**config.mk**
```make
export PLATFORM = sky130hd
export DESIGN_NAME = io_timer_ctrl
export DESIGN_NICKNAME = d
export VERILOG_FILES = /design/src/rtl/io_timer_pkg.sv /design/src/rtl/io_timer_tick_prescaler.sv /design/src/rtl/io_timer_ctrl.sv
export SDC_FILE = /design/constraint.sdc
export NUM_CORES = 1
export LEC_CHECK = 0
export CAP_MARGIN = 20
export CORE_MARGIN = 10
export CORE_UTILIZATION = 45
export DETAILED_ROUTE_END_ITERATION = 8
export GPL_ROUTABILITY_DRIVEN = 0
export PLACE_DENSITY = 0.7
export SLEW_MARGIN = 10
export SYNTH_ARGS = -nofsm -noshare
export SYNTH_HDL_FRONTEND = slang
export SYNTH_SLANG_ARGS = --single-unit
export TNS_END_PERCENT = 50
```
**constraint.sdc**
```tcl
create_clock -name clk -period 14.9 [get_ports clk]
set_input_delay 2.235 -clock clk [delete_from_list [all_inputs] [get_ports clk]]
set_output_delay 2.235 -clock clk [all_outputs]
set_load 0.03 [all_outputs]
```
**src/rtl/io_timer_pkg.sv**
```systemverilog
// rtl/io_timer_pkg.sv - register map offsets and field indices for the IO timer controller
package io_timer_pkg;

    localparam int DATA_W  = 32;
    localparam int NCH_MAX = 6;

    localparam int ADDR_CTRL    = 0;
    localparam int ADDR_PRESC   = 1;
    localparam int ADDR_PEND    = 2;
    localparam int ADDR_IRQEN   = 3;
    localparam int ADDR_CH_BASE = 4;

    localparam int CTRL_EN      = 0;
    localparam int CFG_EN       = 0;
    localparam int CFG_PERIODIC = 1;

    // Channel i owns a CFG/PERIOD register pair starting at ADDR_CH_BASE
    function automatic int ch_cfg_addr(input int ch);
        return ADDR_CH_BASE + 2 * ch;
    endfunction

    function automatic int ch_period_addr(input int ch);
        return ADDR_CH_BASE + 2 * ch + 1;
    endfunction

endpackage

```
**src/rtl/io_timer_tick_prescaler.sv**
```systemverilog
// rtl/io_timer_tick_prescaler.sv - shared base-tick generator, one tick every reload+1 cycles
module tick_prescaler #(
    parameter int W = 16
) (
    input  logic         clk,
    input  logic         rst,
    input  logic         en,
    input  logic [W-1:0] reload,
    input  logic         clr,
    output logic         tick
);

    logic [W-1:0] cnt;

    // A clear restarts the phase and swallows a tick that would have fired this cycle
    always_ff @(posedge clk or posedge rst) begin
        if (rst) begin
            cnt  <= '0;
            tick <= 1'b0;
        end else if (!en || clr) begin
            cnt  <= '0;
            tick <= 1'b0;
        end else if (cnt == reload) begin
            cnt  <= '0;
            tick <= 1'b1;
        end else begin
            cnt  <= cnt + 1'b1;
            tick <= 1'b0;
        end
    end

endmodule

```
**src/rtl/io_timer_ctrl.sv**
```systemverilog
// rtl/io_timer_ctrl.sv - multi-channel timer controller with sticky pending flags
// Optional interrupt logic (IRQEN register, irq output) built when TIMER_IRQ_EN is defined.
module io_timer_ctrl
    import io_timer_pkg::*;
#(
    parameter int NCH     = 4,
    parameter int PRESC_W = 16,
    parameter int CNT_W   = 16,
    parameter int ADDR_W  = 4
) (
    input  logic              clk,
    input  logic              rst,
    input  logic              sel,
    input  logic              we,
    input  logic [ADDR_W-1:0] addr,
    input  logic [DATA_W-1:0] wdata,
    output logic [DATA_W-1:0] rdata,
    output logic              rvalid,
    output logic              tick,
    output logic              irq
);

    logic               wr;
    logic               rd;
    logic               wr_ctrl;
    logic               wr_presc;
    logic               wr_pend;
    logic               ctrl_en;
    logic [PRESC_W-1:0] presc;
    logic [NCH-1:0]     pend;
    logic [NCH-1:0]     pend_set;
    logic [NCH-1:0]     pend_clr;
    logic [NCH-1:0]     irqen;
    logic [NCH-1:0]     cfg_en;
    logic [NCH-1:0]     cfg_per;
    logic [CNT_W-1:0]   period_v [NCH];
    logic [DATA_W-1:0]  rd_mux;
    logic               unused_wdata;

    assign wr       = sel & we;
    assign rd       = sel & ~we;
    assign wr_ctrl  = wr && (int'(addr) == ADDR_CTRL);
    assign wr_presc = wr && (int'(addr) == ADDR_PRESC);
    assign wr_pend  = wr && (int'(addr) == ADDR_PEND);
    assign pend_clr = wr_pend ? wdata[NCH-1:0] : '0;

    assign unused_wdata = ^wdata;

    always_ff @(posedge clk or posedge rst) begin
        if (rst) begin
            ctrl_en <= 1'b0;
            presc   <= '0;
        end else begin
            if (wr_ctrl)
                ctrl_en <= wdata[CTRL_EN];
            if (wr_presc)
                presc <= wdata[PRESC_W-1:0];
        end
    end

    tick_prescaler #(
        .W (PRESC_W)
    ) u_prescaler (
        .clk    (clk),
        .rst    (rst),
        .en     (ctrl_en),
        .reload (presc),
        .clr    (wr_presc),
        .tick   (tick)
    );

    for (genvar i = 0; i < NCH; i++) begin : g_ch
        logic             wr_cfg;
        logic             wr_period;
        logic             load;
        logic             expire;
        logic             en_q;
        logic             per_q;
        logic [CNT_W-1:0] period_q;
        logic [CNT_W-1:0] ccnt;

        assign wr_cfg    = wr && (int'(addr) == ch_cfg_addr(i));
        assign wr_period = wr && (int'(addr) == ch_period_addr(i));
        assign load      = wr_cfg && wdata[CFG_EN] && !en_q;
        assign expire    = tick && en_q && (ccnt == '0);

        // CPU writes to CFG take precedence over the one-shot self-disable
        always_ff @(posedge clk or posedge rst) begin
            if (rst) begin
                en_q     <= 1'b0;
                per_q    <= 1'b0;
                period_q <= '0;
                ccnt     <= '0;
            end else begin
                if (wr_cfg) begin
                    en_q  <= wdata[CFG_EN];
                    per_q <= wdata[CFG_PERIODIC];
                end else if (expire && !per_q) begin
                    en_q <= 1'b0;
                end

                if (wr_period)
                    period_q <= wdata[CNT_W-1:0];

                if (load) begin
                    ccnt <= period_q;
                end else if (tick && en_q) begin
                    if (ccnt == '0) begin
                        if (per_q)
                            ccnt <= period_q;
                    end else begin
                        ccnt <= ccnt - 1'b1;
                    end
                end
            end
        end

        assign cfg_en[i]   = en_q;
        assign cfg_per[i]  = per_q;
        assign period_v[i] = period_q;
        assign pend_set[i] = expire;
    end

    // Set beats clear so an expiry coinciding with W1C is never lost
    always_ff @(posedge clk or posedge rst) begin
        if (rst)
            pend <= '0;
        else
            pend <= (pend & ~pend_clr) | pend_set;
    end

`ifdef TIMER_IRQ_EN
    logic irq_q;

    always_ff @(posedge clk or posedge rst) begin
        if (rst) begin
            irqen <= '0;
            irq_q <= 1'b0;
        end else begin
            if (wr && (int'(addr) == ADDR_IRQEN))
                irqen <= wdata[NCH-1:0];
            irq_q <= |(pend & irqen);
        end
    end

    assign irq = irq_q;
`else
    assign irqen = '0;
    assign irq   = 1'b0;
`endif

    always_comb begin
        rd_mux = '0;
        if (int'(addr) == ADDR_CTRL)
            rd_mux[CTRL_EN] = ctrl_en;
        if (int'(addr) == ADDR_PRESC)
            rd_mux[PRESC_W-1:0] = presc;
        if (int'(addr) == ADDR_PEND)
            rd_mux[NCH-1:0] = pend;
        if (int'(addr) == ADDR_IRQEN)
            rd_mux[NCH-1:0] = irqen;
        for (int i = 0; i < NCH; i++) begin
            if (int'(addr) == ch_cfg_addr(i)) begin
                rd_mux[CFG_EN]       = cfg_en[i];
                rd_mux[CFG_PERIODIC] = cfg_per[i];
            end
            if (int'(addr) == ch_period_addr(i))
                rd_mux[CNT_W-1:0] = period_v[i];
        end
    end

    always_ff @(posedge clk or posedge rst) begin
        if (rst) begin
            rdata  <= '0;
            rvalid <= 1'b0;
        end else begin
            rvalid <= rd;
            if (rd)
                rdata <= rd_mux;
        end
    end

endmodule

```
After elaboration in Yosys (flattened, before gate mapping) --
Cells that the tools add are included.
Cells by class: add/sub/neg operators 5, equal/unequal tests 16, multiplexer cells 41, bitwise gates (word level) 6, reduce and logical (&&, ||, !) cells 58
Operator list (number):
- 16-bit two-way mux | 23
- 16-bit logical NOT | 4
- 16-bit by 1-bit subtractor with 16-bit output, second input constant | 4
- 4-bit equality test, second input constant | 8
- 1-bit logical AND | 31
- 16-bit by 1-bit adder with 16-bit output, second input constant | 1
- 16-bit equality test | 1
- 2-bit nonzero test | 8
- 4-bit two-way mux | 3
- 3-bit inequality test, second input constant | 4
- 1-bit two-way mux | 11
- 1-bit logical NOT | 9
- 4-bit by 3-bit equality test with 1-bit output, second input constant | 2
- 2-bit two-way mux | 4
- 2-bit AND reduction | 4
- 4-bit AND | 1
- 4-bit by 2-bit equality test with 1-bit output, second input constant | 1
- 4-bit logical NOT | 1
- 4-bit inverter | 1
- 4-bit bitwise OR | 1
- 1-bit AND | 2
- 1-bit logical OR | 1
- 1-bit inverter | 1
Storage, ports and cells: flip-flop bits (word level) 191, output and inout port bits 35, word-level logic and storage cells 149

Logic depth before layout (Yosys ltp) --
Gate-level depths: netlist (run 1).
word-level depth 13, mapped depth 9, depth with buffers taken out 7

Modules after synthesis --
Synthesis (run 1) repeated with hierarchy kept, for this count alone.
Unflattened totals: cells, all modules 1019, area total of the unflattened synthesis 10446.3 um^2
Modules (own cells, without submodules):
- io_timer_ctrl | times used 1, cells an instance 914, area each 9419.0 um^2, sequential area each 4354.2 um^2
- tick_prescaler | times used 1, cells an instance 105, area each 1027.2 um^2, sequential area each 425.4 um^2

Worst setup path before layout (run 1) --
OpenSTA, ideal clock, no wires.
path kind input port to flip-flop, start point in addr[2], end point reg g_ch[3].period_q[2], library setup time 0.125 ns, arrival time 3.881 ns, data required time 14.775 ns, setup slack 10.894 ns, cell stages on the path 7, path buffers 3, cell sequence clkbuf_1 nand2b_1 nor2_1 and3_1 clkbuf_1 buf_2 mux2_2
On the way: longest elaborated chain between the ends 2
Ends and longest elaborated chain:
- start, declared | line io_timer_ctrl.sv:15 | input logic [ADDR_W-1:0] addr,
- 4-bit equality test | line io_timer_ctrl.sv:83 | assign wr_period = wr && (int'(addr) == ch_period_addr(i));
- 1-bit logical AND | line io_timer_ctrl.sv:83
- end signal, assigned | line io_timer_ctrl.sv:103 | period_q <= wdata[CNT_W-1:0];
- end, declared | line io_timer_ctrl.sv:79 | logic [CNT_W-1:0] period_q;
Every way passes these cells. A chain may end at the register's enable or synchronous reset.

Worst setup path after layout (run 1) --
start point in addr[0], end point reg u_prescaler.cnt[4]
On the way: longest elaborated chain between the ends 4
Ends and longest elaborated chain:
- 4-bit by 2-bit equality test with 1-bit output | line io_timer_ctrl.sv:43 | assign wr_presc = wr && (int'(addr) == ADDR_PRESC);
- 1-bit logical AND | line io_timer_ctrl.sv:43
- 1-bit logical OR | line io_timer_tick_prescaler.sv:20 | end else if (!en || clr) begin
- 16-bit two-way mux | line io_timer_tick_prescaler.sv:20
- end signal, assigned | line io_timer_tick_prescaler.sv:27 | cnt <= cnt + 1'b1;
- end, declared | line io_timer_tick_prescaler.sv:13 | logic [W-1:0] cnt;
Every way passes these cells.

==> flow_metrics.py, run 1 <==
metrics = {
    "critical_path": {
        "timing.critical_path.from_type": "primary input",
        "r2r_cells": 5,
        "worstPathMaxFanout": 18,
        "cpMaxStageDelayCell": "clkdlybuf4s50_1",
        "reg2reg_slack_ps": 12130,
        "crit_start": "addr[0]",
        "endpoint_kind": "flip-flop",
        "worstPathArrival_ps": 5510,
        "crit_chain": "clkdlybuf4s50_1, nand2b_1, nor3_1, buf_4, and3_1, nand3b_1, nor2_1",
        "max_stage_delay_ps": 900,
        "r2r_end": "g_ch[1].ccnt[7]",
        "required_ps": 15200,
        "timing.rr.start": "g_ch[1].ccnt[10]",
        "critPathKind": "in2reg",
    },
    "timing": {
        "rsz0062_at_grt": "false",
        "relSlewSlack_pct": 31.5,
        "holdWs_ps": 494,
        "skew_ps": 9.57,
        "fmax_mhz": 192,
        "tightest_slew_ps": 1020,
        "min_period_ps": 5210,
        "fin_crit_sh_pct": 35.0,
        "finalSetupViolCount": 0,
        "setup_tns_ps": 0,
        "finalHoldViolations": 0,
        "finalMaxSlewViolations": 0,
    },
    "finish": {
        "layout_commonest_cell": "dfrtp_1",
        "fin_cells": 1319,
        "num_antenna_cells": 0,
        "final_cell_mix": "191 x dfrtp_1, 94 x mux2_2, 81 x nor2_1",
        "nets": 1070,
        "layout-drive-gt1-share_pct": 15.2,
        "fin_area_um2": 11500,
        "area_delta_synth_final_pct": 10.5,
    },
    "route": {
        "ant_nets": 0,
        "drt_pass1_iterations": 6,
        "vias": 8100,
        "routed_wl_mm": 27.5,
        "wl_per_cell_um": 20.9,
        "drc": 0,
        "drt_iter0_drc": 756,
        "vias_per_cell": 6.14,
    },
    "power_and_ir_drop": {
        "ir_drop_v": 0.0000788,
        "p_switching_uw": 487,
        "swShare_pct": 33.7,
        "p_total_uw": 1440,
        "p_per_area_nw_per_um2": 126,
        "p_leak_uw": 0.00476,
        "p_int_uw": 956,
        "p_seq_share_pct": 48.3,
        "share_comb_of_total_power_pct": 20.5,
        "clkPwrFrac_pct": 31.2,
    },
    "yosys": {
        "syn-cell-area_um2": 10400,
        "syn-mean-instance-area_um2": 10.3,
        "synth_edf_count": 0,
        "yosysSeqAreaShare_pct": 46.0,
        "syn_inst": 1012,
        "ys_ff_latch": 191,
        "netlist-cell-type-count": 75,
        "synthFlopType": "dfrtp_1",
        "ys_async_sr_fraction_pct": 100,
        "yosys_warnings": 0,
    },
    "floorplan": {
        "std_cell_rows": 55,
        "die_x_um": 172,
        "ios": 75,
        "initial_utilization_pct": 45.9,
        "dieHeight_um": 172,
        "die_area_um2": 29500,
        "core_um2": 22600,
    },
    "clock_tree": {
        "clockRootBuffer": "clkbuf_16",
        "hold_buffers": 0,
        "clkSinkCount": 191,
        "cts_buffers": 17,
        "postCtsSetupBuffers": 0,
        "cts_tree": "done",
        "cts.path.max_buffers": 2,
        "clk_latency_ps": 450,
        "clk_pin_slew_ps": 70,
        "cts_resized": 0,
        "h-tree-depth": 4,
    },
    "worst_hold_path": {
        "hold_depth": 1,
        "min_to": "g_ch[2].ccnt[15]",
        "worstHoldStart": "g_ch[2].ccnt[15]",
        "hold_path.class": "reg2reg",
    },
    "run": {
        "maxCapViolations": 0,
    },
    "global_routing": {
        "grt-ovfl-total": 0,
        "grt_pass1_vias": 7694,
        "grt_max_degree": 127,
        "grt_pass1_wl_mm": 43.3,
        "antenna_found_initial": 0,
        "grtUsageTotal_pct": 18.8,
    },
    "run_status": {
        "status": "finished clean",
    },
    "placed_design": {
        "hpwl_mm": 19.7,
        "dpl_cell_area_um2": 10900,
        "dpl.cell_count": 1284,
        "port_buffers": 41,
    },
}
synth_stat cells, drive strengths merged (4+ instances only):
cell,count,area share [%]
nor3b,5,0.36
nor3,29,1.5
clkbuf,33,1.2
a21oi,34,1.7
xnor2,5,0.42
or4,6,0.54
and3,13,0.78
inv,29,1.0
o21ai,48,2.3
nand4,9,0.60
nor4,29,2.0
a22oi,19,1.4
o32ai,4,0.34
a211oi,13,1.1
dfrtp,191,46
nand2b,10,0.60
xor2,25,2.1
a222oi,12,1.2
nor2b,5,0.30
o22ai,7,0.42
nand2,65,2.4
ha,9,1.1
and2,10,0.61
mux2,94,10
a31oi,16,0.96
o2bb2ai,21,1.8
o311ai,5,0.42
or3,6,0.36
buf,42,2.5
nor2,81,2.9
nand3,30,1.4
o22a,16,1.3
mux2i,40,3.9
a221oi,4,0.34
o21ba,4,0.39
power by group through the flow:
stage	logic, uW	registers [uW]	clock network, uW
2_1_floorplan	224	671	0
3_3_place_gp	288	702	0
3_5_place_dp	295	704	0
4_1_cts	296	695	457
5_1_grt	329	708	479
6_report	296	697	450
registers in the layout, indices dropped and copies added, names as in the netlist:
signal / cells
rdata: 16
g_ch.en_q: 4
rvalid: 1
u_prescaler.cnt: 16
g_ch.per_q: 4
presc: 16
ctrl_en: 1
g_ch.ccnt: 64
pend: 4
g_ch.period_q: 64
u_prescaler.tick: 1
worst max-delay path: cells and delay by family:
family | cells | cell delay (ps)
buffers and inverters | 2 | 1170
AND/OR/NAND/NOR | 5 | 2110
logic make-up after synthesis:
kind of cell	count (synthesis)	share of synthesized area, %
mux	135	14.3
buf+inv	104	4.70
compound gates	227	15.5
simple gates	315	15.8
other cells	1	0.0361
flops	191	46.0
fa+ha+maj	9	1.08
xor+xnor	30	2.53
metal layers:
layer  track usage [%]  vias up  part of all wire [%]
met1              25.6     4077                    45
met5                 0        -                     0
met2              30.0      236                    47
li1                  -     3755                     -
met3              2.71       32                   5.4
met4              6.26        0                   2.1
metrics by stage:
step / setup WS (ps) / util (%)
after floorplan: 7470 / -
after global placement: 9030 / 48.0
after detailed placement: 9040 / 48.0
after CTS: 9510 / 50.5
after global routing: 9430 / 50.7
final: 9690 / 50.7
worst max-delay path by stage:
stage	to	depth (start not counted)	slack, ps
6_report	u_prescaler.cnt[4]	7	9690
5_1_grt	u_prescaler.cnt[9]	7	9430
4_1_cts	g_ch[0].period_q[10]	5	9510
3_5_place_dp	g_ch[0].period_q[10]	5	9040
3_3_place_gp	g_ch[0].period_q[9]	5	9030
2_1_floorplan	ctrl_en	1	7470
final cells by class:
class                   instances  area, um^2
well taps                     285         357
multi-input cells             733        5170
clock inverters                15         145
fillers                      2066       11200
inverters                      29         116
clock buffers                  17         425
repair buffers                 49         478
flip-flops and latches        191        4780
(Power assumes the default switching activity.)
==> run 2, diff against run 1 <==
Settings changed: PLACE_DENSITY 0.7 to 0.72.
Clock period 14.9 ns to 4.3 ns, I/O delays scaled along.
==> flow_metrics.py, run 2 (synthesized netlist as in run 1, its figures left out) <==
metrics = {
    "run_status": {
        "status": "finished clean",
    },
    "finish": {
        "regArea_um2": 4780,
        "nFillCells": 1992,
        "final_cell_mix": "191 x dfrtp_1, 94 x mux2_2, 81 x nor2_1",
        "nets": 1084,
        "reg.largest.list": "g_ch.ccnt: 64 flops, g_ch.period_q: 64 flops",
        "multi_input_area_um2": 5170,
        "layout_commonest_cell": "dfrtp_1",
        "layout-drive-gt1-share_pct": 16.2,
        "area_delta_synth_final_pct": 12.0,
        "num_antenna_cells": 0,
    },
    "clock_tree": {
        "cts_tree": "done",
        "clockRootBuffer": "clkbuf_16",
        "clk_latency_ps": 440,
        "postCtsSetupBuffers": 0,
        "clkSinkCount": 191,
        "h-tree-depth": 4,
        "clk_pin_slew_ps": 70,
        "cts_buffers": 17,
        "hold_buffers": 0,
        "cts.path.max_buffers": 2,
        "cts_resized": 0,
    },
    "route": {
        "vias_per_cell": 6.17,
        "drt_iter0_drc": 794,
        "vias": 8219,
        "drt_pass1_iterations": 6,
        "drc": 0,
        "wl_per_cell_um": 21.1,
        "ant_nets": 0,
        "routed_wl_mm": 28.1,
    },
    "timing": {
        "fin_crit_sh_pct": 73.7,
        "relSlewSlack_pct": 31.8,
        "rsz0062_at_grt": "false",
        "fmax_mhz": 316,
        "tightest_slew_ps": 1020,
        "finalMaxSlewViolations": 0,
        "finalSetupViolCount": 0,
        "skew_ps": 9.36,
        "finalHoldViolations": 0,
        "setup_tns_ps": 0,
        "min_period_ps": 3170,
    },
    "power_and_ir_drop": {
        "share_comb_of_total_power_pct": 20.3,
        "p_per_area_nw_per_um2": 439,
        "p_leak_uw": 0.00484,
        "p_seq_share_pct": 47.5,
        "p_switching_uw": 1680,
        "clkPwrFrac_pct": 32.2,
        "swShare_pct": 32.9,
        "p_total_uw": 5100,
        "p_int_uw": 3420,
        "ir_drop_v": 0.000272,
    },
    "global_routing": {
        "antenna_found_initial": 0,
        "grt_max_degree": 87,
        "grtUsageTotal_pct": 19.5,
        "grt_pass1_wl_mm": 44.7,
        "grt_pass1_vias": 7849,
        "grt-ovfl-total": 0,
    },
    "critical_path": {
        "timing.rr.start": "g_ch[1].ccnt[0]",
        "worstPathArrival_ps": 3500,
        "crit_start": "addr[1]",
        "endpoint_kind": "flip-flop",
        "r2r_cells": 8,
        "timing.critical_path.from_type": "primary input",
        "worstPathMaxFanout": 14,
        "critPathKind": "in2reg",
        "r2r_end": "g_ch[1].ccnt[3]",
        "required_ps": 4630,
        "reg2reg_slack_ps": 1470,
    },
    "floorplan": {
        "core_um2": 22600,
        "die_area_um2": 29500,
        "die_x_um": 172,
        "initial_utilization_pct": 45.9,
        "dieHeight_um": 172,
        "ios": 75,
        "std_cell_rows": 55,
    },
    "placed_design": {
        "hpwl_mm": 20.1,
        "port_buffers": 41,
    },
    "worst_hold_path": {
        "min_to": "g_ch[2].ccnt[15]",
        "worstHoldStart": "g_ch[2].ccnt[15]",
        "hold_depth": 1,
        "hold_path.class": "reg2reg",
    },
    "run": {
        "maxCapViolations": 0,
    },
}
-- run 2: cell count changes in the layout (fill, tap and decap cells not counted) --
cell | previous run | this run
buf_12 | 0 | 2
buf_4 | 7 | 20
buf_8 | 1 | 0
bufinv_16 | 0 | 2
clkinvlp_4 | 2 | 3
inv_6 | 5 | 4
inv_8 | 6 | 3
-- run 2: area by class of cell --
| type | instances | share of cell area [%] |
|---|---|---|
| clock buffer | 17 | 3.66 |
| clock inverter | 14 | 1.50 |
| inverter | 29 | 0.969 |
| multi-input combinational | 733 | 44.5 |
| sequential | 191 | 41.1 |
| tap | 285 | 3.07 |
| timing repair buffer | 63 | 5.17 |
-- run 2: worst max path at each step --
stage / slack, ps / to / cells past startpoint
after floorplan: 1190 / ctrl_en / 1
after global routing: 980 / u_prescaler.cnt[14] / 7
after detailed placement: 730 / u_prescaler.cnt[14] / 7
final: 1130 / g_ch[3].ccnt[14] / 6
after CTS: 1190 / u_prescaler.cnt[14] / 7
after global placement: 740 / g_ch[3].ccnt[14] / 6
-- run 2: worst max-delay path, stage by stage --
cell and delay (ps):
clkdlybuf4s50_1 640, and4b_1 490, and2_1 300, a21oi_1 820
mux2_2 410, o22a_1 190
-- run 2: routing by layer --
metal | track usage [%] | part of all wire [%] | vias up
li1 | - | - | 3776
met1 | 26.5 | 45 | 4133
met2 | 29.9 | 46 | 272
met3 | 4.17 | 6.4 | 38
met4 | 7.05 | 2.8 | 0
met5 | 0 | 0 | -
-- run 2: power by group through the flow --
stage	combinational (uW)	clock (uW)	sequential [uW]
6_report	1040	1640	2420
5_1_grt	1160	1750	2460
4_1_cts	1040	1660	2410
3_5_place_dp	1030	0	2450
3_3_place_gp	1010	0	2440
2_1_floorplan	776	0	2330
-- run 2: metrics by stage --
step | cells | area [um^2] | hold WS (ps) | setup WS, ps | utilization, %
4_1_cts | 1331 | 11600 | 488 | 1190 | 51.3
6_report | 1332 | 11600 | 486 | 1130 | 51.3
3_5_place_dp | 1300 | 11000 | 474 | 726 | 48.7
2_1_floorplan | 1028 | 10400 | 448 | 1190 | -
3_3_place_gp | 1300 | 11000 | 473 | 743 | 48.7
5_1_grt | 1332 | 11600 | 514 | 979 | 51.3
